File: config.mk
export PLATFORM = sky130hd
export DESIGN_NAME = commit_eng_ctrl
export DESIGN_NICKNAME = d
export VERILOG_FILES = /design/src/rtl/beehive_vr_pkg.sv /design/src/rtl/commit_eng_ctrl.sv
export SDC_FILE = /design/constraint.sdc
export NUM_CORES = 1
export LEC_CHECK = 0
export CAP_MARGIN = 0
export CORE_MARGIN = 1.5
export CORE_UTILIZATION = 25
export CTS_BUF_LIST = sky130_fd_sc_hd__clkbuf_2
export CTS_CLUSTER_SIZE = 16
export DETAILED_ROUTE_END_ITERATION = 8
export RECOVER_POWER = 100
export SLEW_MARGIN = 20
export SYNTH_ARGS = -nofsm -noshare
export SYNTH_HDL_FRONTEND = slang
export SYNTH_SLANG_ARGS = --single-unit
File: constraint.sdc
create_clock -name clk -period 1.5 [get_ports clk]
set_input_delay 0.375 -clock clk [delete_from_list [all_inputs] [get_ports clk]]
set_output_delay 0.375 -clock clk [all_outputs]
set_load 0.03 [all_outputs]
File: src/rtl/beehive_vr_pkg.sv
// rtl/beehive_vr_pkg.sv - shared VR replica types and commit-engine controller states
package beehive_vr_pkg;

    localparam int LOG_DEPTH_W   = 6;
    localparam int LINE_BYTES    = 64;
    localparam int VIEW_W        = 32;
    localparam int OPNUM_W       = 64;
    localparam int ENTRY_LEN_W   = 16;

    typedef enum logic [1:0] {
        LOG_ENTRY_FREE      = 2'd0,
        LOG_ENTRY_PREPARED  = 2'd1,
        LOG_ENTRY_COMMITTED = 2'd2
    } log_entry_state_e;

    typedef struct packed {
        log_entry_state_e       entry_state;
        logic [VIEW_W-1:0]      view;
        logic [OPNUM_W-1:0]     op_num;
        logic [ENTRY_LEN_W-1:0] entry_len;
    } log_entry_hdr;

    typedef struct packed {
        logic [VIEW_W-1:0]      view;
        logic [OPNUM_W-1:0]     last_commit;
        logic [OPNUM_W-1:0]     last_op;
        logic [LOG_DEPTH_W-1:0] log_head;
    } vr_state;

    typedef struct packed {
        logic [VIEW_W-1:0]      view;
        logic [OPNUM_W-1:0]     opnum;
    } commit_msg_hdr;

    typedef enum logic [2:0] {
        READY       = 3'd0,
        ST_RD_REQ   = 3'd1,
        ST_RD_RESP  = 3'd2,
        CHECK       = 3'd3,
        LOG_RD_REQ  = 3'd4,
        LOG_RD_RESP = 3'd5,
        LOG_WR      = 3'd6,
        ST_WR       = 3'd7
    } commit_ctrl_state_e;

    // Number of bus lines a log entry of len bytes occupies (at least one).
    function automatic logic [LOG_DEPTH_W-1:0] entry_lines(input logic [ENTRY_LEN_W-1:0] len);
        logic [ENTRY_LEN_W:0] lines;
        lines = ({1'b0, len} + (ENTRY_LEN_W+1)'(LINE_BYTES - 1)) / (ENTRY_LEN_W+1)'(LINE_BYTES);
        if (lines == '0) begin
            lines = (ENTRY_LEN_W+1)'(1);
        end
        return lines[LOG_DEPTH_W-1:0];
    endfunction

endpackage

File: src/rtl/commit_eng_ctrl.sv
// rtl/commit_eng_ctrl.sv - sequences one VR COMMIT: state read, check, log walk, state write
module commit_eng_ctrl
    import beehive_vr_pkg::*;
#(
    parameter int MAX_WALK   = 256,
    parameter int MAX_WALK_W = $clog2(MAX_WALK) + 1
) (
    input  logic clk,
    input  logic rst_n,

    input  logic manage_commit_req_val,
    output logic commit_manage_req_rdy,

    output logic commit_vr_state_rd_req_val,
    input  logic vr_state_commit_rd_req_rdy,
    input  logic vr_state_commit_rd_resp_val,
    output logic commit_vr_state_rd_resp_rdy,
    output logic commit_vr_state_wr_req_val,
    input  logic vr_state_commit_wr_req_rdy,

    output logic commit_log_mem_rd_req_val,
    input  logic log_mem_commit_rd_req_rdy,
    input  logic log_mem_commit_rd_resp_val,
    output logic commit_log_mem_rd_resp_rdy,
    output logic commit_log_mem_wr_val,
    input  logic log_mem_commit_wr_rdy,

    output logic ctrl_datap_store_msg,
    output logic ctrl_datap_store_state,
    output logic ctrl_datap_store_log_entry,
    output logic ctrl_datap_calc_next_entry,
    input  logic datap_ctrl_commit_ok,
    input  logic datap_ctrl_last_commit,

    output logic commit_done,
    output logic commit_done_applied,
    output logic commit_walk_err
);

    localparam logic [MAX_WALK_W-1:0] WALK_LIMIT = MAX_WALK_W'(MAX_WALK);

    commit_ctrl_state_e      state_q, state_d;
    logic [MAX_WALK_W-1:0]   walk_cnt_q;
    logic [MAX_WALK_W-1:0]   walk_cnt_nxt;
    logic                    walk_err_q;
    logic                    walk_cnt_clr;
    logic                    walk_cnt_inc;
    logic                    walk_err_set;

    assign walk_cnt_nxt = walk_cnt_q + MAX_WALK_W'(1);

    always_ff @(posedge clk) begin
        if (!rst_n) begin
            state_q    <= READY;
            walk_cnt_q <= '0;
            walk_err_q <= 1'b0;
        end else begin
            state_q <= state_d;
            if (walk_cnt_clr) begin
                walk_cnt_q <= '0;
            end else if (walk_cnt_inc) begin
                walk_cnt_q <= walk_cnt_nxt;
            end
            if (walk_err_set) begin
                walk_err_q <= 1'b1;
            end
        end
    end

    // Sticky flag is masked during reset so every output reads 0 there.
    assign commit_walk_err = walk_err_q & rst_n;

    always_comb begin
        state_d                     = state_q;
        commit_manage_req_rdy       = 1'b0;
        commit_vr_state_rd_req_val  = 1'b0;
        commit_vr_state_rd_resp_rdy = 1'b0;
        commit_vr_state_wr_req_val  = 1'b0;
        commit_log_mem_rd_req_val   = 1'b0;
        commit_log_mem_rd_resp_rdy  = 1'b0;
        commit_log_mem_wr_val       = 1'b0;
        ctrl_datap_store_msg        = 1'b0;
        ctrl_datap_store_state      = 1'b0;
        ctrl_datap_store_log_entry  = 1'b0;
        ctrl_datap_calc_next_entry  = 1'b0;
        commit_done                 = 1'b0;
        commit_done_applied         = 1'b0;
        walk_cnt_clr                = 1'b0;
        walk_cnt_inc                = 1'b0;
        walk_err_set                = 1'b0;

        if (rst_n) begin
            case (state_q)
                READY: begin
                    commit_manage_req_rdy = 1'b1;
                    if (manage_commit_req_val) begin
                        ctrl_datap_store_msg = 1'b1;
                        state_d              = ST_RD_REQ;
                    end
                end
                ST_RD_REQ: begin
                    commit_vr_state_rd_req_val = 1'b1;
                    if (vr_state_commit_rd_req_rdy) begin
                        state_d = ST_RD_RESP;
                    end
                end
                ST_RD_RESP: begin
                    commit_vr_state_rd_resp_rdy = 1'b1;
                    if (vr_state_commit_rd_resp_val) begin
                        ctrl_datap_store_state = 1'b1;
                        state_d                = CHECK;
                    end
                end
                CHECK: begin
                    // Datapath registers were loaded last cycle; the verdict is final here.
                    if (datap_ctrl_commit_ok) begin
                        walk_cnt_clr = 1'b1;
                        state_d      = LOG_RD_REQ;
                    end else begin
                        commit_done = 1'b1;
                        state_d     = READY;
                    end
                end
                LOG_RD_REQ: begin
                    commit_log_mem_rd_req_val = 1'b1;
                    if (log_mem_commit_rd_req_rdy) begin
                        state_d = LOG_RD_RESP;
                    end
                end
                LOG_RD_RESP: begin
                    commit_log_mem_rd_resp_rdy = 1'b1;
                    if (log_mem_commit_rd_resp_val) begin
                        ctrl_datap_store_log_entry = 1'b1;
                        state_d                    = LOG_WR;
                    end
                end
                LOG_WR: begin
                    commit_log_mem_wr_val = 1'b1;
                    if (log_mem_commit_wr_rdy) begin
                        walk_cnt_inc = 1'b1;
                        if (datap_ctrl_last_commit) begin
                            // Address stays on the final entry so it becomes the new log_head.
                            state_d = ST_WR;
                        end else if (walk_cnt_nxt == WALK_LIMIT) begin
                            walk_err_set = 1'b1;
                            commit_done  = 1'b1;
                            state_d      = READY;
                        end else begin
                            ctrl_datap_calc_next_entry = 1'b1;
                            state_d                    = LOG_RD_REQ;
                        end
                    end
                end
                ST_WR: begin
                    commit_vr_state_wr_req_val = 1'b1;
                    if (vr_state_commit_wr_req_rdy) begin
                        commit_done         = 1'b1;
                        commit_done_applied = 1'b1;
                        state_d             = READY;
                    end
                end
                default: begin
                    state_d = READY;
                end
            endcase
        end
    end

endmodule

==> Word level (Yosys, flattened, before mapping) <==
Cells that the tools add are included.
{ "totals": {"register_bits": 13} }
{ "op_classes": {"n_addsub": 1, "n_eq_ne": 15, "muxes": 56, "bitwise": 2, "n_reduce_logical": 3} }
{ "ops": {"columns": ["operator", "n"], "rows": [
  ["2-to-1 mux 1 bit", 44],
  ["2-to-1 mux 3 bit", 10],
  ["one-hot mux 3 bit (8 select lines)", 1],
  ["inequality test 2 bit, second input constant", 7],
  ["equality test 3 bit, second input constant", 4],
  ["adder 9 x 1 -> 9 bit, second input constant", 1],
  ["equality test 9 bit, second input constant", 1],
  ["AND reduction 7 bit", 1],
  ["equality test 3 x 2 -> 1 bit, second input constant", 2],
  ["equality test 3 x 1 -> 1 bit, second input constant", 1],
  ["zero test 3 bit", 1],
  ["one-hot mux 1 bit (3 select lines)", 1],
  ["OR reduction 2 bit", 1],
  ["AND 1 bit", 1],
  ["inverter 1 bit", 1]
]} }

==> Longest topological paths before layout <==
Gate-level depths: netlist (run 1).
{ "logic_depth": {"depth_word": 7, "ltp_mapped": 6} }

==> Worst setup path after synthesis (run 1) <==
No wires, ideal clock.
{ "synth_path": {"path_type": "register to output", "from": "reg state_q[1]", "to": "out ctrl_datap_store_msg", "arrival_time_ps": 1845, "required_time_ps": 1125, "path_slack_ps": -720, "stages_incl_launch_ff": 5, "path_buffers": 1, "cell_sequence": "dfxtp_1 > buf_2 > or2b_1 > nor3_1 > and2_1"} }
{ "synth_via": {"elab_chain_cells": 3} }
{ "synth_lines": {"columns": ["item", "line", "text"], "rows": [
  ["start: declaration", "commit_eng_ctrl.sv:42", "commit_ctrl_state_e state_q, state_d;"],
  ["start signal: assignment", "commit_eng_ctrl.sv:58", "state_q <= state_d;"],
  ["zero test 3 bit", "commit_eng_ctrl.sv:93", "case (state_q)"],
  ["2-to-1 mux 1 bit", "commit_eng_ctrl.sv:93", null],
  ["2-to-1 mux 1 bit", "commit_eng_ctrl.sv:92", "if (rst_n) begin"],
  ["end: declaration", "commit_eng_ctrl.sv:28", "output logic ctrl_datap_store_msg,"]
]} }
No other way between the ends.

==> Worst setup path after layout (run 1) <==
{ "layout_path": {"from": "reg walk_cnt_q[0]", "to": "out commit_done"} }
{ "layout_via": {"elab_chain_cells": 7} }
{ "layout_lines": {"columns": ["item", "line", "text"], "rows": [
  ["start: declaration", "commit_eng_ctrl.sv:43", "logic [MAX_WALK_W-1:0] walk_cnt_q;"],
  ["start signal: assignment", "commit_eng_ctrl.sv:62", "walk_cnt_q <= walk_cnt_nxt;"],
  ["adder 9 x 1 -> 9 bit", "commit_eng_ctrl.sv:50", "assign walk_cnt_nxt = walk_cnt_q + MAX_WALK_W'(1);"],
  ["equality test 9 bit", "commit_eng_ctrl.sv:144", "end else if (walk_cnt_nxt == WALK_LIMIT) begin"],
  ["2-to-1 mux 1 bit", "commit_eng_ctrl.sv:144", null],
  ["2-to-1 mux 1 bit", "commit_eng_ctrl.sv:141", "if (datap_ctrl_last_commit) begin"],
  ["2-to-1 mux 1 bit", "commit_eng_ctrl.sv:139", "if (log_mem_commit_wr_rdy) begin"],
  ["one-hot mux 1 bit (3 select lines)", "commit_eng_ctrl.sv:93", null],
  ["2-to-1 mux 1 bit", "commit_eng_ctrl.sv:92", null],
  ["end: declaration", "commit_eng_ctrl.sv:35", "output logic commit_done,"]
]} }
No other way between the ends.

==> run_results.csv, run 1 <==
group,metric,value,unit
detailed_routing,viasPerCell,4.84,
timing,min_period_over_period,1.35,
detailed_routing,detail-route-antenna-nets,0,
critical_path,cp_cell_sequence,"ha_4 > and2_4 > nand3_2 > o32a_1 > o21ai_4 > buf_6",
timing,rsz0062_at_grt,"true",
job,cap_violations,0,
detailed_routing,drtIter0Drc,15,
die,die_x,61.5,µm
detailed_routing,vias,1089,
global_route,antenna_found_initial,0,
timing,holdWs,0.531,ns
detailed_routing,drc,0,
cts,htreeDepth,1,
finish,fin_cells,225,
synth,post_synth_num_cell_types,37,
status,status,"finished with violations",
timing,worst_slack,-0.524,ns
synth,yosys.area.top_type,"dfxtp_1",
power_and_ir_drop,vdd_drop_max,0.353,mV
synth,synth_edf_count,0,
timing,max_freq,494,MHz
power_and_ir_drop,fin_total_pwr,963,µW
power_and_ir_drop,p_per_area,565,nW/µm²
critical_path,worstPathArrival,1.65,ns
synth,synthArstFlopShare,0,
die,io_pins,25,
cts,clockRootBuffer,"clkbuf_2",
synth,synth_most_common_cell,"dfxtp_1",
synth,ys_seq_area_frac,0.305,
synth,syn_area_per_cell,7.84,µm²
critical_path,crit_slowest_cell,"dfxtp_4",
synth,ys.flop_type,"dfxtp_1",
hold_path,hp-class,"reg -> reg",
global_route,grtUsageTotal,0.173,
die,initial_core_util,0.258,
die,row_count,21,
critical_path,cp-end-kind,"output port",
timing,min_period,2.02,ns
detailed_routing,wire_per_inst,13.3,µm
finish,fin_nets,192,
die,die_area,3780,µm²
finish,multi_input_area,697,µm²
synth,synth_top_cells_by_count,"dfxtp_1, nand2_1, nand3_1, nor2_1, and2_1",
cts,clockBufferDepth,2,
placement,dp_hpwl,2.21,mm
global_route,grt_max_degree,11,
synth,synth_area,855,µm²
status,violations,"setup timing",
cts,cts.clk_slew.worst_paths,0.14,ns
global_route,grt_pass1_vias,1135,
critical_path,reg2reg_from,"walk_cnt_q[0]",
critical_path,cpPeakStageDelay,0.39,ns
placement,dpl.cell_count,211,
synth,syn_inst,109,
power_and_ir_drop,leakagePower,0.000716,µW
critical_path,crit_type,"reg -> out",
timing,finalSetupViolCount,15,
detailed_routing,dr.pass1.iters,2,
critical_path,start_kind,"flop",
finish,drive_gt1_frac,0.542,
finish,n_fill_cell,320,
global_route,grt_pass1_wl,4.89,mm
synth,yosys_warnings,0,
die,core_area,3310,µm²
timing,skew,0.00182,ns
critical_path,required,1.12,ns
timing,final_max_slew_viol_count,0,
cts,cts_buffers,3,
finish,diodes,0,
placement,gp_congestion,0.799,
timing,slew_headroom,0.809,
cts,cts.sinks,13,
timing,tightestPinTransition,0.278,ns
global_route,overflow,0,
placement,io_buffers,24,
synth,ys_top_cells_by_area,"dfxtp_1, nand3_1, and2_1",
cts,cts_tree,"built",
cts,clock_latency,0.28,ns
die,die_h,61.5,µm
finish,fin_util,0.515,
finish,syn2layout_area_growth,99.6,%
detailed_routing,routed_wl,2.98,mm
hold_path,min_from,"walk_cnt_q[7]",
synth,syn-num-nets,121,
placement,preCtsSetupSlack,-0.628,ns
synth,synth_top_area_share,0.305,
critical_path,crit_fanout,3,
timing,finalHoldViolations,0,
critical_path,crit_start,"walk_cnt_q[0]",
finish,regArea,278,µm²
synth,ys_seq_elements,13,
-- placed cells by master (no fill, tap or decap), types with 3 or more instances in the layout --
cell / netlist / layout
a21oi_1: 6 / 5
clkbuf_2: 0 / 4
buf_6: 1 / 21
mux2i_1: 3 / 3
dfxtp_1: 13 / 5
nand4_1: 4 / 4
nand3_1: 9 / 8
o21ai_0: 5 / 4
clkdlybuf4s50_1: 0 / 7
nor2_1: 8 / 6
dfxtp_2: 0 / 5
buf_4: 0 / 37
dfxtp_4: 0 / 3
and2_4: 0 / 5
xor2_1: 4 / 4
nand2_1: 11 / 8
-- final timing paths --
path	end	slack, ns	cells after the start
worst max register to register	state_q[2]	-0.17	7
worst min register to register	walk_cnt_q[7]	0.53	2
worst max-delay path	commit_done	-0.52	6
worst min-delay path	walk_cnt_q[7]	0.53	2
-- metal layers --
metal | vias to the layer above | global-route usage | wire length [µm]
met4 | 0 | 0.0486 | 25
met2 | 26 | 0.360 | 1610
met3 | 4 | 0.0189 | 126
li1 | 541 | - | -
met5 | - | 0 | 0
met1 | 518 | 0.176 | 1220
-- logic make-up (layout without fill, tap and decap cells) --
group           count (synthesis)  count (layout)  share of synthesized area
compound gates                 20              20                      0.149
xor+xnor                        4               4                     0.0410
fa+ha+maj                       1               1                     0.0146
buf+inv                         7              77                     0.0439
flops                          13              13                      0.305
mux                             3               3                     0.0351
simple gates                   61              61                      0.411
-- state kept, by name, indices dropped and copies added, names as in the netlist --
register and flops:
state_q 3, walk_err_q 1, walk_cnt_q 9
-- worst max-delay path, delay by kind of cell, from the launching register on --
kind	cells	cell delay [ns]
AO/OA/AOI/OAI	2	0.51
flip-flops	1	0.39
AND/OR/NAND/NOR	2	0.19
buffers and inverters	1	0.15
adder cells (fa/ha/maj)	1	0.13
-- stage by stage --
step,TNS [ns],instance area [µm²]
after floorplan,-1.09,975
after global placement,-10.17,1490
after detailed placement,-10.78,1490
after CTS,-3.32,1680
after global routing,-4.01,1710
final,-3.03,1710
-- power by group --
| part | switching, µW | total (µW) | internal [µW] |
|---|---|---|---|
| Clock | 126 | 186 | 60.3 |
| Sequential | 10.3 | 365 | 355 |
| Combinational | 195 | 412 | 216 |
-- repair_timing --
action                                  4_1_cts  5_1_grt
gates resized for setup                      38        7
gates cloned                                  0        0
pin swaps                                    12       11
endpoints found under the setup margin       21       19
buffers inserted                             10        3
hold buffers                                  0        0
-- layout make-up --
cell class | count | share of cell area
Inverter | 1 | 0.00220
Timing Repair Buffer | 72 | 0.381
Tap cell | 46 | 0.0337
Clock inverter | 1 | 0.00293
Clock buffer | 3 | 0.00880
Multi-Input combinational cell | 89 | 0.409
Sequential cell | 13 | 0.163
(Power assumes the default switching activity.)
==> run 2: changes to the inputs <==
ABC_CLOCK_PERIOD_IN_PS = 1500   (was default)
CORE_ASPECT_RATIO = 1.25   (was default)
==> run_results.csv, run 2 (synthesized netlist as in run 1, its figures left out) <==
group,metric,value,unit
finish,fin_nets,188,
timing,max_freq,488,MHz
timing,setup_tns,-2.88,ns
global_route,grt_pass1_wl,5.00,mm
job,cap_violations,0,
placement,gp_congestion,0.838,
detailed_routing,drc,0,
finish,mostFrequentLayoutCell,"buf_4",
cts,cts_tree,"built",
cts,clock_latency,0.30,ns
timing,finalHoldViolations,0,
detailed_routing,dr.pass1.iters,4,
finish,largest_reg_flops,9,
die,row_count,23,
finish,final_cell_mix,"buf_4, buf_6, clkdlybuf4s50_1, nand2_1, nand3_1",
critical_path,start_kind,"flop",
hold_path,hp-class,"reg -> reg",
cts,cts_buffers,3,
placement,dpl_cell_area,1440,µm²
die,core_area,3220,µm²
cts,cts.sinks,13,
detailed_routing,detail-route-antenna-nets,0,
finish,diodes,0,
status,status,"finished with violations",
detailed_routing,wl_met3,131,µm
placement,io_buffers,24,
detailed_routing,viasPerCell,5.09,
timing,min_period,2.05,ns
timing,slew_headroom,0.825,
timing,final_max_slew_viol_count,0,
placement,preCtsSetupSlack,-0.590,ns
cts,htreeDepth,1,
detailed_routing,wl_met1,1.14,mm
timing,worst_slack,-0.547,ns
cts,cts.clk_slew.worst_paths,0.12,ns
finish,drive_gt1_frac,0.549,
die,die_area,3780,µm²
critical_path,worstPathArrival,1.67,ns
die,io_pins,25,
status,violations,"setup timing",
finish,syn2layout_area_growth,95.8,%
timing,skew,0.0152,ns
timing,holdWs,0.515,ns
critical_path,cp-end-kind,"output port",
global_route,grtUsageTotal,0.167,
detailed_routing,top_layer,"met4",
timing,finalSetupViolCount,14,
global_route,antenna_found_initial,0,
critical_path,required,1.12,ns
global_route,grt_max_degree,11,
detailed_routing,routed_wl,2.93,mm
cts,clockRootBuffer,"clkbuf_2",
detailed_routing,vias,1079,
critical_path,crit_type,"reg -> out",
cts,hold_buffers,0,
finish,fin_util,0.519,
power_and_ir_drop,leakagePower,0.000697,µW
detailed_routing,wire_per_inst,13.8,µm
finish,final_area,1670,µm²
die,die_x,55.3,µm
power_and_ir_drop,vdd_drop_max,0.348,mV
global_route,grt_pass1_vias,1102,
cts,clockBufferDepth,2,
detailed_routing,wl_met2,1.60,mm
die,die_h,68.4,µm
timing,tightestPinTransition,0.255,ns
global_route,overflow,0,
placement,dp_hpwl,2.13,mm
critical_path,crit_fanout,3,
timing,rsz0062_at_grt,"true",
timing,min_period_over_period,1.36,
finish,largest_register,"walk_cnt_q",
die,initial_core_util,0.265,
power_and_ir_drop,p_per_area,577,nW/µm²
detailed_routing,drtIter0Drc,28,
finish,top_regs,"walk_cnt_q: 9 flops, state_q: 3 flops, walk_err_q: 1 flops",
[run 2: final timing paths]
check	startpoint	end	slack, ns	cells after the start
setup / recovery	walk_cnt_q[5]	ctrl_datap_calc_next_entry	-0.55	5
setup reg to reg	state_q[2]	state_q[2]	-0.05	6
hold reg to reg	walk_cnt_q[7]	walk_cnt_q[7]	0.51	2
hold / removal	walk_cnt_q[7]	walk_cnt_q[7]	0.51	2
[run 2: power by group]
part | switching (µW) | total, µW | leakage [µW] | internal (µW)
Clock | 124 | 195 | 0.0000166 | 70.7
Sequential | 9.68 | 364 | 0.000110 | 354
Combinational | 200 | 406 | 0.000570 | 206
[run 2: critical path, stage by stage, from the launching register on]
cell and delay, ns:
dfxtp_2 0.37, and4_4 0.24, nand2_2 0.07, o32a_1 0.41
nor2b_4 0.16, buf_6 0.14
[run 2: timing repair]
action	in CTS	in global routing
setup endpoints to repair	19	18
pin swaps	18	6
cloned	0	0
gates resized for setup	40	13
setup buffers	10	6
[run 2: cell type report]
class | count | area [µm²]
Sequential cell | 13 | 277
Tap cell | 37 | 46.3
Multi-Input combinational cell | 89 | 736
Timing Repair Buffer | 68 | 591
Fill cell | 305 | 1550
Inverter | 1 | 3.75
Clock buffer | 4 | 20.0
[run 2: stage by stage]
step | total power (µW) | cells
floorplan | 559 | 109
global placement | 691 | 198
detailed placement | 696 | 198
finish | 965 | 212
global route | 1010 | 212
CTS | 941 | 211
[run 2: layer usage]
metal | vias to the layer above | GRT usage
li1 | 538 | -
met1 | 502 | 0.177
met2 | 34 | 0.329
met3 | 5 | 0.0227
met4 | 0 | 0.0793
met5 | - | 0
